===== src/rtl/cnt_seq_ctrl.sv =====
// Sequencer for a cascaded presettable up/down counter: load, verify, pulse until target.
// Optional CNT_SEQ_TIMEOUT_EN adds a pulse-count timeout that ends a run in FAIL.
module cnt_seq_ctrl #(
    parameter int WIDTH  = 8,
    parameter int SETTLE = 2
) (
    input  logic             clk,
    input  logic             rst,
    input  logic             start,
    input  logic             abort,
    input  logic [WIDTH-1:0] load_val,
    input  logic [WIDTH-1:0] target,
    input  logic             dir,
    input  logic [WIDTH-1:0] cnt_q,
    input  logic             co,
    input  logic             bo,
    output logic             preset_n,
    output logic [WIDTH-1:0] load_data,
    output logic             up_p,
    output logic             dn_p,
    output logic             busy,
    output logic             done,
    output logic             err,
    output logic             wrap
);

    typedef enum logic [2:0] {
        IDLE,
        LOAD,
        LSETTLE,
        CHECK,
        COUNT,
        CSETTLE,
        FIN,
        FAIL
    } state_t;

    localparam logic [3:0] SETTLE_LAST = 4'(SETTLE - 1);

    state_t           state;
    logic [3:0]       settle_cnt;
    logic [WIDTH-1:0] target_q;
    logic             dir_q;
`ifdef CNT_SEQ_TIMEOUT_EN
    localparam logic [WIDTH:0] PULSE_LIMIT = {1'b1, {WIDTH{1'b0}}};
    logic [WIDTH:0]   pulse_cnt;
`endif

    // Outputs are registered alongside the state, so each strobe is visible
    // for the cycle following the decision that produced it; load_data doubles
    // as the latched preset value that CHECK compares against.
    always_ff @(posedge clk) begin
        if (rst) begin
            state      <= IDLE;
            settle_cnt <= '0;
            target_q   <= '0;
            dir_q      <= 1'b0;
            preset_n   <= 1'b1;
            load_data  <= '0;
            up_p       <= 1'b0;
            dn_p       <= 1'b0;
            busy       <= 1'b0;
            done       <= 1'b0;
            err        <= 1'b0;
            wrap       <= 1'b0;
`ifdef CNT_SEQ_TIMEOUT_EN
            pulse_cnt  <= '0;
`endif
        end else begin
            preset_n <= 1'b1;
            up_p     <= 1'b0;
            dn_p     <= 1'b0;
            done     <= 1'b0;
            err      <= 1'b0;
            if (state != IDLE && abort) begin
                state      <= IDLE;
                busy       <= 1'b0;
                settle_cnt <= '0;
            end else begin
                case (state)
                    IDLE: begin
                        if (start && !abort) begin
                            load_data <= load_val;
                            target_q  <= target;
                            dir_q     <= dir;
                            wrap      <= 1'b0;
                            preset_n  <= 1'b0;
                            busy      <= 1'b1;
                            state     <= LOAD;
`ifdef CNT_SEQ_TIMEOUT_EN
                            pulse_cnt <= '0;
`endif
                        end
                    end
                    LOAD: begin
                        settle_cnt <= SETTLE_LAST;
                        state      <= LSETTLE;
                    end
                    LSETTLE: begin
                        if (settle_cnt == 4'd0) begin
                            state <= CHECK;
                        end else begin
                            settle_cnt <= settle_cnt - 4'd1;
                        end
                    end
                    CHECK: begin
                        if (cnt_q != load_data) begin
                            err   <= 1'b1;
                            state <= FAIL;
                        end else begin
                            state <= COUNT;
                        end
                    end
                    COUNT: begin
                        if (cnt_q == target_q) begin
                            done  <= 1'b1;
                            state <= FIN;
                        end
`ifdef CNT_SEQ_TIMEOUT_EN
                        else if (pulse_cnt == PULSE_LIMIT) begin
                            err   <= 1'b1;
                            state <= FAIL;
                        end
`endif
                        else begin
                            up_p       <= dir_q;
                            dn_p       <= !dir_q;
                            settle_cnt <= SETTLE_LAST;
                            state      <= CSETTLE;
`ifdef CNT_SEQ_TIMEOUT_EN
                            pulse_cnt  <= pulse_cnt + (WIDTH+1)'(1);
`endif
                        end
                    end
                    CSETTLE: begin
                        // Carry/borrow accompanies the pulse that crosses the boundary.
                        if ((dir_q && co) || (!dir_q && bo)) begin
                            wrap <= 1'b1;
                        end
                        if (settle_cnt == 4'd0) begin
                            state <= COUNT;
                        end else begin
                            settle_cnt <= settle_cnt - 4'd1;
                        end
                    end
                    FIN, FAIL: begin
                        busy  <= 1'b0;
                        state <= IDLE;
                    end
                    default: begin
                        busy  <= 1'b0;
                        state <= IDLE;
                    end
                endcase
            end
        end
    end

endmodule


===== config.mk =====
export PLATFORM = sky130hd
export DESIGN_NAME = cnt_seq_ctrl
export DESIGN_NICKNAME = d
export VERILOG_FILES = /design/src/rtl/cnt_seq_ctrl.sv
export SDC_FILE = /design/constraint.sdc
export NUM_CORES = 1
export LEC_CHECK = 0
export CELL_PAD_IN_SITES_DETAIL_PLACEMENT = 1
export CELL_PAD_IN_SITES_GLOBAL_PLACEMENT = 2
export CORE_AREA = 2 2 66 99
export DETAILED_ROUTE_END_ITERATION = 10
export DIE_AREA = 0 0 68 101
export GPL_TIMING_DRIVEN = 0
export PLACE_DENSITY_LB_ADDON = 0.05
export SLEW_MARGIN = 20
export SYNTH_ARGS = -nofsm -noshare
export SYNTH_HDL_FRONTEND = slang
export SYNTH_SLANG_ARGS = --single-unit

===== constraint.sdc =====
create_clock -name clk -period 1.95 [get_ports clk]
set_input_delay 0.39 -clock clk [delete_from_list [all_inputs] [get_ports clk]]
set_output_delay 0.39 -clock clk [all_outputs]
set_load 0.05 [all_outputs]

==> summary.md <==
| Metric | Value |
|---|---|
| Buf/Inv on CP | 1 |
| CP cell instances | clkdlybuf4s50_1 |
| DRC | 0 |
| Final setup margin | 51.7 ps |
| Layout Nets | 259 |
| CP peak stage delay | 830 ps |
| 1st-iter DRT viols | 49 |
| Worst path top cell family by delay | buffers and inverters |
| Port buffer count | 45 |
| Total GRT Usage | 14.6% |
| Achievable Freq | 0.527 GHz |
| Worst path slowest cell | clkdlybuf4s50_1 |
| Most common cell after layout, fill and taps aside | clkdlybuf4s50_1 |
| Vias/cell | 4.63 |
| Worst min path class | reg2reg |
| Mapped Cells | 174 |
| RSZ-0062 raised after global routing | yes |
| Yosys reg bits | 31 |
| Clock transition at the registers of the reported paths | 70 ps |
| FF-to-FF setup slack | 200 ps |
| Warning count from the yosys run | 0 |
| Hold slack | 465 ps |
| PD cells | 1140 mW/mm^2 |
| Final setup vio count | 0 |
| Final count of hold timing violations | 0 |
| Worst-skew pair later-pin latency | 280 ps |
| Tcrit/Tclk final | 97.4% |
| Cts hold-fix bufs | 0 |
| Avg Inst Size Synth | 8.30 um^2 |
| Worst setup SP type | flip-flop |
| GRT overflow | 0 |
| Antenna Nets Post-Route | 0 |
| TritonCTS Sinks | 31 |
| Gpl congestion | 0.708 |
| Synth Net Count | 206 |
| P&R area growth vs syn | 48.3% |
| Die Ht | 101 um |
| Vias in the first global route | 1460 |
| Max-cap violations | 0 |
| Drt wl/cell | 15.3 um |
| Die width | 68 um |
| Syn Std Cell Area | 0.00144 mm^2 |
| H-tree level count | 2 |
| Worst slack at placement | -456 ps |
| Worst reg2reg path endpoint | settle_cnt[3] |
| Initial antenna violation count | 0 |
| I/O pin cnt | 46 |
| Worst Path Class, Setup | reg2out |
| WP data required | 1560 ps |
| TritonCTS clock tree | yes |
| Critical R2R Launch | state[2] |
| Root buffer cell | clkbuf_8 |
| Largest net degree at the start of global routing | 11 |
| Initial Util | 23.9% |
| Reg2Reg Depth | 6 |
| Worst Hold Path EP | busy |
| First-pass GRT wire length | 7.28 mm |
| Inst Count DP | 293 |
| Max_slew headroom | 65.4% |
| Max-slew violations | 0 |
| P_leak | 0.000790 uW |
| CTS max path bufs | 2 |
| Core Footprint | 0.00604 mm^2 |
| Post-Route WL | 4.63 mm |
| Via count | 1397 |
| Register area share after synthesis | 43.0% |
| Row count | 35 |
| DR pass1 iterations | 3 |
| Hold Path Origin | busy |
| Clock skew | 7.19 ps |
| Worst Tran Pin Value | 517 ps |
| Final min period | 1900 ps |
| Ratio of cells with drive above 1 in the final layout | 11.0% |
| Peak supply drop | 0.398 mV |
| Total CTS buffers | 5 |
| Crit end category | output port |
| Worst path arrival time | 1510 ps |
| Final Non-Filler Cells | 302 |
| Hpwl dp | 3.60 mm |
| Antenna diode count | 0 |
| Library cells used by synthesis | 37 |
| Die area | 0.00687 mm^2 |
| Status | finished, final reports clean |
| Hold depth | 2 |
| Most frequent cells in the layout | clkdlybuf4s50_1, nand2_1, dfxtp_1 |
| Critical Path Fanout Max | 3 |
==> cell type report <==
| class | instances | area (um^2) |
|---|---|---|
| fill | 706 | 3900 |
| multi-input combinational | 131 | 798 |
| sequential | 31 | 621 |
| timing repair buffer | 46 | 460 |
| clock buffer | 8 | 100 |
| tap | 74 | 92.6 |
| buffer | 8 | 53.8 |
| inverter | 4 | 15.0 |
==> stage by stage <==
stage	instance area (um^2)	util [%]	setup TNS [ps]	power [uW]
2_1_floorplan	1440	-	0	1510
3_3_place_gp	1990	32.9	-2420	1820
3_5_place_dp	1990	32.9	-3090	1850
4_1_cts	2110	35.0	0	2450
5_1_grt	2140	35.4	-16.2	2620
6_report	2140	35.4	0	2450
==> sequential cells by signal, summed over array words and instances, names as in the netlist, 3 cells and up <==
signal,cells
target_q,8
load_data,8
settle_cnt,4
state,3
==> where the power goes <==
group	internal (uW)	switching, uW
combinational	435	624
sequential	734	86.1
clock	322	247
==> cells in the mapped netlist (all sizes together) <==
| cell | number | share of area, % |
|---|---|---|
| o21ai | 1 | 0.35 |
| o32ai | 2 | 1.2 |
| o2bb2ai | 1 | 0.61 |
| nor2 | 9 | 2.5 |
| nor3b | 1 | 0.52 |
| or2 | 2 | 0.87 |
| a211oi | 1 | 0.52 |
| nor3 | 6 | 2.1 |
| mux2i | 1 | 0.69 |
| a31o | 1 | 0.61 |
| nand3b | 1 | 0.52 |
| dfxtp | 31 | 43 |
| buf | 5 | 2.9 |
| a21o | 1 | 0.52 |
| inv | 4 | 1.0 |
| or3 | 2 | 0.87 |
| a2111oi | 1 | 0.61 |
| clkbuf | 3 | 0.78 |
| nor4b | 2 | 1.2 |
| nand2b | 3 | 1.3 |
| o21a | 3 | 1.6 |
| and2 | 2 | 1.0 |
| nor4 | 4 | 1.7 |
| nand3 | 1 | 0.35 |
| nor4bb | 1 | 0.69 |
| a21oi | 24 | 8.3 |
| nand2 | 39 | 10 |
| a32o | 2 | 1.4 |
| or3b | 1 | 0.61 |
| ha | 1 | 0.87 |
| a31oi | 2 | 0.87 |
| xor2 | 16 | 9.7 |
==> how the worst max path moves through the flow <==
| stage | start | to | slack, ps | cells after the start |
|---|---|---|---|---|
| detailed placement | cnt_q[6] | state[0] | -460 | 6 |
| floorplan | load_data[0] | state[0] | 230 | 5 |
| global placement | cnt_q[6] | state[0] | -380 | 6 |
| CTS | cnt_q[0] | state[0] | 7 | 6 |
| global route | cnt_q[1] | settle_cnt[3] | -10 | 6 |
| finish | load_data[5] | load_data[5] | 50 | 1 |
==> cell families after synthesis <==
| logic type | Yosys count | share of synthesized area, % |
|---|---|---|
| muxes | 1 | 0.693 |
| adders and majority gates | 1 | 0.866 |
| buffers and inverters | 12 | 4.76 |
| AOI/OAI and AO/OA | 39 | 16.6 |
| and+or+nand+nor | 74 | 24.4 |
| xor gates and xnor gates | 16 | 9.71 |
| DFF | 31 | 43.0 |
==> per-layer routing <==
metal / wire length [um] / track usage (%)
met5: 0 / 0
met4: 99 / 5.08
met3: 154 / 3.46
met2: 2590 / 27.3
met1: 1790 / 15.3
==> timing repair <==
action / 4_1_cts / 5_1_grt
gates resized for setup: 4 / 6
setup buffers: 1 / 0
endpoints found under the setup margin: 5 / 5
pin swaps: 1 / 2
(Power assumes the default switching activity.)
